**src/rtl/pp_pipeline_accel_udiv_27ns_11ns_16_seq.sv**
```systemverilog
// Sequential restoring unsigned divider: one quotient bit per enabled cycle,
// with valid/ready handshakes on both sides and divide-by-zero/overflow shortcuts.
module pp_pipeline_accel_udiv_27ns_11ns_16_seq #(
    parameter int DIVIDEND_WIDTH = 27,
    parameter int DIVISOR_WIDTH  = 11,
    parameter int QUOTIENT_WIDTH = 16
) (
    input  logic                      clk,
    input  logic                      reset_n,
    input  logic                      ce,
    input  logic                      in_valid,
    output logic                      in_ready,
    input  logic [DIVIDEND_WIDTH-1:0] dividend,
    input  logic [DIVISOR_WIDTH-1:0]  divisor,
    output logic                      out_valid,
    input  logic                      out_ready,
    output logic [QUOTIENT_WIDTH-1:0] quotient,
    output logic [DIVISOR_WIDTH-1:0]  remainder,
    output logic                      dbz,
    output logic                      ovf
);

    localparam int CW = (QUOTIENT_WIDTH > 1) ? $clog2(QUOTIENT_WIDTH) : 1;

    typedef enum logic [1:0] {
        IDLE = 2'd0,
        CALC = 2'd1,
        DONE = 2'd2
    } state_t;

    state_t                     state_r;
    state_t                     state_s;
    logic                       armed_r;
    logic                       in_xfer_s;
    logic                       out_xfer_s;
    logic                       zero_div_s;
    logic                       too_big_s;
    logic [DIVISOR_WIDTH-1:0]   dvd_hi_s;
    logic [DIVISOR_WIDTH-1:0]   dsr_r;
    logic [DIVISOR_WIDTH-1:0]   rem_r;
    logic [QUOTIENT_WIDTH-1:0]  sr_r;
    logic [CW-1:0]              cnt_r;
    logic                       dbz_r;
    logic                       ovf_r;
    logic [DIVISOR_WIDTH:0]     trial_s;
    logic [DIVISOR_WIDTH:0]     diff_s;
    logic                       ge_s;
    logic                       out_valid_r;
    logic [QUOTIENT_WIDTH-1:0]  quotient_r;
    logic [DIVISOR_WIDTH-1:0]   remainder_r;
    logic                       dbz_out_r;
    logic                       ovf_out_r;

    assign dvd_hi_s   = dividend[DIVIDEND_WIDTH-1:QUOTIENT_WIDTH];
    assign zero_div_s = (divisor == {DIVISOR_WIDTH{1'b0}});
    assign too_big_s  = (dvd_hi_s >= divisor);
    // armed_r keeps in_ready low until the first enabled edge after reset
    assign in_ready   = ce & armed_r & (state_r == IDLE);
    assign in_xfer_s  = in_valid & in_ready;
    assign out_xfer_s = out_valid_r & out_ready & ce;

    // sr_r shifts dividend bits out of its MSB while quotient bits enter at the LSB
    assign trial_s = {rem_r, sr_r[QUOTIENT_WIDTH-1]};
    assign diff_s  = trial_s - {1'b0, dsr_r};
    assign ge_s    = (trial_s >= {1'b0, dsr_r});

    assign out_valid = out_valid_r;
    assign quotient  = quotient_r;
    assign remainder = remainder_r;
    assign dbz       = dbz_out_r;
    assign ovf       = ovf_out_r;

    // State register
    always_ff @(posedge clk or negedge reset_n) begin
        if (!reset_n) begin
            state_r <= IDLE;
            armed_r <= 1'b0;
        end else if (ce) begin
            state_r <= state_s;
            armed_r <= 1'b1;
        end else begin
            state_r <= state_r;
            armed_r <= armed_r;
        end
    end

    // Next-state decode
    always_comb begin
        state_s = state_r;
        case (state_r)
            IDLE: begin
                if (in_xfer_s) begin
                    if (zero_div_s || too_big_s) begin
                        state_s = DONE;
                    end else begin
                        state_s = CALC;
                    end
                end else begin
                    state_s = IDLE;
                end
            end
            CALC: begin
                if (cnt_r == CW'(QUOTIENT_WIDTH - 1)) begin
                    state_s = DONE;
                end else begin
                    state_s = CALC;
                end
            end
            DONE: begin
                if (out_xfer_s) begin
                    state_s = IDLE;
                end else begin
                    state_s = DONE;
                end
            end
            default: state_s = IDLE;
        endcase
    end

    // Operand capture and restoring-division datapath
    always_ff @(posedge clk or negedge reset_n) begin
        if (!reset_n) begin
            dsr_r <= {DIVISOR_WIDTH{1'b0}};
            rem_r <= {DIVISOR_WIDTH{1'b0}};
            sr_r  <= {QUOTIENT_WIDTH{1'b0}};
            cnt_r <= {CW{1'b0}};
            dbz_r <= 1'b0;
            ovf_r <= 1'b0;
        end else if (ce) begin
            case (state_r)
                IDLE: begin
                    if (in_xfer_s) begin
                        dsr_r <= divisor;
                        cnt_r <= {CW{1'b0}};
                        if (zero_div_s) begin
                            rem_r <= {DIVISOR_WIDTH{1'b0}};
                            sr_r  <= {QUOTIENT_WIDTH{1'b1}};
                            dbz_r <= 1'b1;
                            ovf_r <= 1'b0;
                        end else if (too_big_s) begin
                            rem_r <= {DIVISOR_WIDTH{1'b0}};
                            sr_r  <= {QUOTIENT_WIDTH{1'b1}};
                            dbz_r <= 1'b0;
                            ovf_r <= 1'b1;
                        end else begin
                            rem_r <= dvd_hi_s;
                            sr_r  <= dividend[QUOTIENT_WIDTH-1:0];
                            dbz_r <= 1'b0;
                            ovf_r <= 1'b0;
                        end
                    end
                end
                CALC: begin
                    rem_r <= ge_s ? diff_s[DIVISOR_WIDTH-1:0] : trial_s[DIVISOR_WIDTH-1:0];
                    sr_r  <= {sr_r[QUOTIENT_WIDTH-2:0], ge_s};
                    cnt_r <= cnt_r + CW'(1);
                end
                default: begin
                    rem_r <= rem_r;
                    sr_r  <= sr_r;
                end
            endcase
        end
    end

    // Result registers: loaded one cycle into DONE, zero whenever out_valid is low
    always_ff @(posedge clk or negedge reset_n) begin
        if (!reset_n) begin
            out_valid_r <= 1'b0;
            quotient_r  <= {QUOTIENT_WIDTH{1'b0}};
            remainder_r <= {DIVISOR_WIDTH{1'b0}};
            dbz_out_r   <= 1'b0;
            ovf_out_r   <= 1'b0;
        end else if (ce) begin
            if (out_xfer_s || (state_r != DONE)) begin
                out_valid_r <= 1'b0;
                quotient_r  <= {QUOTIENT_WIDTH{1'b0}};
                remainder_r <= {DIVISOR_WIDTH{1'b0}};
                dbz_out_r   <= 1'b0;
                ovf_out_r   <= 1'b0;
            end else begin
                out_valid_r <= 1'b1;
                quotient_r  <= sr_r;
                remainder_r <= rem_r;
                dbz_out_r   <= dbz_r;
                ovf_out_r   <= ovf_r;
            end
        end
    end

endmodule
```
**config.mk**
```make
export PLATFORM = sky130hd
export DESIGN_NAME = pp_pipeline_accel_udiv_27ns_11ns_16_seq
export DESIGN_NICKNAME = d
export VERILOG_FILES = /design/src/rtl/pp_pipeline_accel_udiv_27ns_11ns_16_seq.sv
export SDC_FILE = /design/constraint.sdc
export NUM_CORES = 1
export LEC_CHECK = 0
export CAP_MARGIN = 0
export CORE_MARGIN = 4
export CORE_UTILIZATION = 57
export CTS_BUF_LIST = sky130_fd_sc_hd__clkbuf_16
export CTS_CLUSTER_DIAMETER = 50
export DETAILED_ROUTE_END_ITERATION = 6
export PLACE_DENSITY = 0.87
export SETUP_SLACK_MARGIN = 0.02
export SYNTH_ARGS = -nofsm -noshare
export SYNTH_HDL_FRONTEND = slang
export SYNTH_SLANG_ARGS = --single-unit
```
**constraint.sdc**
```tcl
create_clock -name clk -period 6.9 [get_ports clk]
set_input_delay 1.38 -clock clk [delete_from_list [all_inputs] [get_ports clk]]
set_output_delay 1.38 -clock clk [all_outputs]
set_load 0.1 [all_outputs]
```
# After elaboration in Yosys (flattened, before gate mapping)
# Cells that the tools add are included.
# op_classes
add_sub_neg	2
multipliers	0
n_div	0
magnitude_cmp	2
n_eq_ne	5
shifts	0
mux	24
n_bitwise	5
reduce_logical	7
# op_table
operator	n
16-bit two-way mux	4
11-bit two-way mux	5
16-bit one-hot mux with 2 select lines	1
11-bit one-hot mux with 2 select lines	1
12-bit by 11-bit >= comparator with 1-bit output	1
11-bit >= comparator	1
11-bit logical NOT	1
11-bit subtractor	1
2-bit two-way mux	4
4-bit one-hot mux with 2 select lines	1
1-bit two-way mux	6
2-bit one-hot mux with 3 select lines	1
3-bit AND reduction	2
1-bit bitwise AND	5
4-bit by 1-bit adder with 4-bit output (second input constant)	1
4-bit equality test (second input constant)	1
4-bit two-way mux	1
2-bit != test (second input constant)	2
2-bit by 1-bit equality test with 1-bit output (second input constant)	1
2-bit equality test (second input constant)	1
2-bit logical NOT	1
1-bit logical OR	2
2-bit nonzero test	1
# word_totals
register_bits	77
latch_bits	0
ramBits	0
romBits	0
in_bits	43
output_inout_bits	31
elab_cells	58
mem_count	0

# Depth between registers and ports, before layout
# Gate-level depths: netlist of run 1.
# depth
ltp_word	5
mapped_depth	10
depth_no_buf	9

# Worst setup path before layout of run 1
# No wires, ideal clock.
# synth_timing
path_kind	input to output
from	input ce
to	output in_ready
t_arrival_ps	4652
required_time_ps	5520
setup_slack_ps	868
stages	2
path_buffers	0
path_cell_list	clkinv_1 -> nor4b_1
# synth_between
elab_chain_cells	2
# synth_rtl
element	line	source
start: declaration	10	input logic ce,
1-bit bitwise AND (2 in series)	58	assign in_ready = ce & armed_r & (state_r == IDLE);
end: declaration	12	output logic in_ready,
# No other way between the ends.

# Final worst setup path of run 1
# Ends and elaborated chain as after synthesis.

==> impl_metrics.tcl, run 1 <==
set metrics [dict create \
    ir_drop_mv 0.278 \
    routedWlPerCell_um 18.9 \
    p_leak_nw 2.36 \
    min_from "dbz_r$_DFFE_PN0P_" \
    crit_path_start_kind "input port" \
    ys_types 57 \
    h-tree-depth 3 \
    min_to "dbz_r$_DFFE_PN0P_" \
    skew_ns 0.00633 \
    setup_viol 0 \
    r2r_slack_ns 4.07 \
    worstPathArrival_ns 3.83 \
    grt_pass1_vias 3848 \
    post_cts_resized 0 \
    vias_per_cell 6.24 \
    synth_edf_count 0 \
    post_cts_buffers 0 \
    finalSetupTns_ns 0 \
    power_per_cell_area_mw_per_mm2 563 \
    drtIter0Drc 329 \
    die_y_um 93.3 \
    worst_pin_slew_ns 0.998 \
    report.final.slew_viol_count 0 \
    cap_viol_max_count 0 \
    status "completed" \
    whs_ns 0.494 \
    cts_buffers 9 \
    grt_pass1_wl_um 18600 \
    synth_ff_type "dfrtp_1" \
    yosys_warnings 0 \
    synth_area_leaders "dfrtp_1 46%, ha_1 6.9%, a22o_1 6.5%, nand2_1 5.6%, o21ai_0 3.7%" \
    dieArea_mm2 0.00871 \
    syn_nets 501 \
    port_buffers 73 \
    antennaDiodeCount 0 \
    clk_latency_ns 0.33 \
    initial_core_util 0.598 \
    grt_max_degree 78 \
    hold_class "reg2reg" \
    areaGrowthSynthToFinish_pct 24.5 \
    design_area_mm2 0.00517 \
    slew_headroom 0.331 \
    overflow 0 \
    layout_common_cells "77 x dfrtp_1, 71 x clkdlybuf4s50_1, 62 x nand2_1" \
    ys_async_sr_fraction 1.00 \
    syn_inst 434 \
    drc 0 \
    ctsLongestPathBuffers 2 \
    cp_max_fo 34 \
    antenna_left 0 \
    dr.pass1.iters 5 \
    holdPathStages 2 \
    crit_required_ns 5.52 \
    syn-cell-area_mm2 0.00415 \
    yosysTopAreaCellShare 0.464 \
    ys_seq_area_frac 0.464 \
    final_common_cell "dfrtp_1" \
    routed_wirelength_um 11300 \
    fmax_mhz 192 \
    worstSetupPathType "in2out" \
    r2r_cells 9 \
    r2r-start "sr_r[15]$_DFFE_PN0P_" \
    vias 3723 \
    synth_top_cell_by_area "dfrtp_1" \
    synth-seq-cells 77 \
    placed_area_mm2 0.00490 \
    syn-mean-instance-area_um2 9.57 \
    grt_antenna_before_repair 0 \
    ctsHoldBuffers 0 \
    min_period_ns 5.21 \
    fin_crit_sh 0.755 \
    grtUsageTotal 0.274 \
    clk_pin_slew_ns 0.06 \
    core_area_mm2 0.00694 \
    cp-end-kind "output port" \
    drive_gt1_frac 0.0599 \
    rsz0062_at_grt "no" \
    r2r-end "rem_r[10]$_DFFE_PN0P_" \
    numClockSinks 77 \
    gp_congestion 0.878 \
    hold_viol 0 \
    clockRootBuffer "clkbuf_16" \
    layout.nets 564 \
    rows 30 \
    io_pins 74 \
    cts_tree "yes" \
    die_w_um 93.3 \
    dpl.hpwl_um 7770 \
]
where the power goes:
| part | total (W) | switching (W) | internal (W) |
|---|---|---|---|
| clock | 0.000428 | 0.000187 | 0.000241 |
| sequential | 0.000787 | 0.000153 | 0.000634 |
| combinational | 0.00169 | 0.00115 | 0.000546 |
synth_stat cells (2+ instances only):
cell type / number
nor4_1: 4
o221ai_1: 3
o21ai_0: 31
o21ai_1: 8
a21o_1: 7
and2_1: 3
buf_6: 3
nand2b_1: 7
xnor2_1: 2
buf_2: 9
nand2_1: 62
nand4_1: 4
a22o_1: 31
ha_1: 23
nor2b_1: 3
inv_1: 27
xor2_1: 3
or3_1: 2
a21oi_1: 18
a2bb2oi_1: 5
o22ai_1: 15
dfrtp_1: 77
o21a_1: 2
nor2_1: 22
clkbuf_1: 10
nor3_1: 7
a211oi_1: 8
mux2i_1: 3
a31oi_1: 2
nand3_1: 6
area by class of cell:
type	count	area (um2)
clock buffers	9	225
clock inverters	6	40.0
fillers	495	1780
inverters	28	105
multi-input cells	305	2000
flip-flops and latches	77	1930
well taps	96	120
repair buffers	76	748
through the flow:
stage	instances	util	power, W	worst slack, ns
final	597	0.744	0.00291	1.69
after CTS	597	0.744	0.00289	1.76
after global placement	582	0.706	0.00241	1.87
after detailed placement	582	0.706	0.00245	1.80
after global routing	597	0.744	0.00308	1.52
after floorplan	434	-	0.00206	0.868
per-layer routing:
layer,vias up,GRT usage,share of wire
li1,1700,-,-
met5,-,0,0
met2,177,0.461,0.49
met3,29,0.0611,0.077
met4,0,0.120,0.032
met1,1817,0.338,0.40
worst max-delay path by stage:
stage	startpoint	end	slack, ns	depth (start not counted)
floorplan	ce	in_ready	0.87	2
global placement	ce	in_ready	1.87	4
detailed placement	ce	in_ready	1.80	4
CTS	ce	in_ready	1.76	4
global route	ce	in_ready	1.52	4
finish	ce	in_ready	1.69	4
state kept, by name (all words and copies together), names as in the netlist:
register / cells
ovf_r: 1
sr_r: 16
ovf: 1
out_valid: 1
dbz: 1
rem_r: 11
armed_r: 1
quotient: 16
remainder: 11
dbz_r: 1
state_r: 2
dsr_r: 11
cnt_r: 4
cells by family after synthesis:
kind of cell | count (synthesis) | share of synthesized area
flops | 77 | 0.464
fa+ha+maj | 24 | 0.0741
xor+xnor | 5 | 0.0106
buf+inv | 52 | 0.0561
mux | 4 | 0.0108
compound gates | 144 | 0.240
simple gates | 128 | 0.145
worst max-delay path: stages:
cell	delay, ns
clkdlybuf4s50_1	0.61
clkinv_1	0.84
nor4b_1	0.61
buf_4	0.37
(Power assumes the default switching activity.)
==> run 2: changes to the inputs <==
Settings changed: CORE_UTILIZATION 57 to 53, PLACE_DENSITY 0.87 to 0.81.
Clock period 6.9 ns to 5.16 ns, I/O delays scaled along.
==> run 2 against run 1 <==
  * Clock skew shrank 0.00061 ns
  * Sequential power grew 32%
  * Total power grew 38%
  * Die area grew 6.9%
  * Clock power grew 63%
  * Critical endpoint unchanged
  * Largest power group unchanged
==> impl_metrics.tcl, run 2 (synthesis gave the netlist of run 1 again) <==
set metrics [dict create \
    status "completed" \
    rows 32 \
    clk_latency_ns 0.33 \
    post-place-cells 589 \
    r2r-end "rem_r[1]$_DFFE_PN0P_" \
    ctsLongestPathBuffers 2 \
    crit_required_ns 4.13 \
    setup_viol 0 \
    post_cts_buffers 0 \
    hold_class "reg2reg" \
    routed_wirelength_um 11000 \
    gp_congestion 0.914 \
    grt_pass1_wl_um 17500 \
    io_pins 74 \
    min_from "dbz_r$_DFFE_PN0P_" \
    grtUsageMet2 0.410 \
    clk_pin_slew_ns 0.07 \
    areaGrowthSynthToFinish_pct 26.5 \
    report.final.slew_viol_count 0 \
    antenna_left 0 \
    layout_common_cells "77 x dfrtp_1, 71 x clkdlybuf4s50_1, 62 x nand2_1" \
    worst_pin_slew_ns 0.982 \
    grt_max_degree 78 \
    drtIter0Drc 200 \
    hold_viol 0 \
    die_y_um 96.5 \
    clockRootBuffer "clkbuf_16" \
    cts_buffers 9 \
    r2r-start "sr_r[15]$_DFFE_PN0P_" \
    p_leak_nw 2.39 \
    core_area_mm2 0.00769 \
    rsz0062_at_grt "no" \
    die_w_um 96.5 \
    port_buffers 73 \
    dr.pass1.iters 5 \
    drc 0 \
    grt_antenna_before_repair 0 \
    globalRouteMet1Util 0.317 \
    worstPathArrival_ns 2.86 \
    met3_usage 0.0550 \
    drive_gt1_frac 0.0656 \
    finalSetupTns_ns 0 \
    vias 3671 \
    grt-busiest-layer "met2" \
    r2r_slack_ns 2.26 \
    overflow 0 \
    min_period_ns 3.90 \
    numClockSinks 77 \
    stdcell_count 605 \
    vias_per_cell 6.07 \
    fin_crit_sh 0.755 \
    cp-end-kind "output port" \
    crit_path_start_kind "input port" \
    antennaDiodeCount 0 \
    layout.nets 565 \
    worstSetupPathType "in2out" \
    ctsHoldBuffers 0 \
    min_to "dbz_r$_DFFE_PN0P_" \
    h-tree-depth 3 \
    cp_max_fo 17 \
    ir_drop_mv 0.366 \
    holdPathStages 2 \
    cts_tree "yes" \
    fin_util 0.683 \
    power_per_cell_area_mw_per_mm2 763 \
    skew_ns 0.00572 \
    routedWlPerCell_um 18.2 \
    dpl.hpwl_um 7830 \
    dieArea_mm2 0.00931 \
    cap_viol_max_count 0 \
    r2r_cells 9 \
    slew_headroom 0.344 \
    grt_pass1_vias 3598 \
    fmax_mhz 257 \
    grtUsageTotal 0.249 \
    final_common_cell "dfrtp_1" \
    post_cts_resized 0 \
    initial_core_util 0.540 \
]
## run 2: cell count changes in the layout (fill, tap and decap cells not counted)
cell	change
buf_4	+1
bufinv_16	+2
clkinv_2	-3
clkinv_4	-1
inv_6	+3
nor4b_1	-1
nor4b_2	+1
## run 2: where the power goes
| part | leakage, nW | internal (W) | total [W] | switching (W) |
|---|---|---|---|---|
| sequential | 0.979 | 0.000847 | 0.00104 | 0.000197 |
| combinational | 1.25 | 0.000732 | 0.00226 | 0.00153 |
| clock | 0.157 | 0.000431 | 0.000698 | 0.000267 |
## run 2: final cells by class
type                    count  area, um2
multi-input cells         305       2010
repair buffers             77        756
inverters                  28        105
flip-flops and latches     77       1930
fillers                   613       2440
clock inverters             7        103
clock buffers               9        225
well taps                 102        128
## run 2: metrics by stage
step	instance area, um2	hold slack (ns)	total power, W	setup WS [ns]
6_report	5250	0.491	0.00400	1.26
5_1_grt	5250	0.511	0.00425	1.12
4_1_cts	5250	0.497	0.00399	1.26
3_5_place_dp	4920	0.480	0.00328	1.23
3_3_place_gp	4920	0.469	0.00324	1.30
2_1_floorplan	4160	0.447	0.00276	1.21
## run 2: metal layers
| layer | vias up | part of all wire |
|---|---|---|
| met1 | 1784 | 0.42 |
| li1 | 1703 | - |
| met4 | 0 | 0.022 |
| met5 | - | 0 |
| met2 | 157 | 0.48 |
| met3 | 27 | 0.078 |
## run 2: worst max path at each step
stage	endpoint	startpoint	depth (start not counted)
final	in_ready	ce	4
after global routing	in_ready	ce	4
after CTS	in_ready	ce	4
after detailed placement	sr_r[0]$_DFFE_PN0P_	divisor[9]	9
after global placement	in_ready	ce	4
after floorplan	in_ready	ce	2
## run 2: critical path, stage by stage
cell,delay [ns]
clkdlybuf4s50_1,0.60
clkinv_1,0.46
nor4b_2,0.42
buf_4,0.35
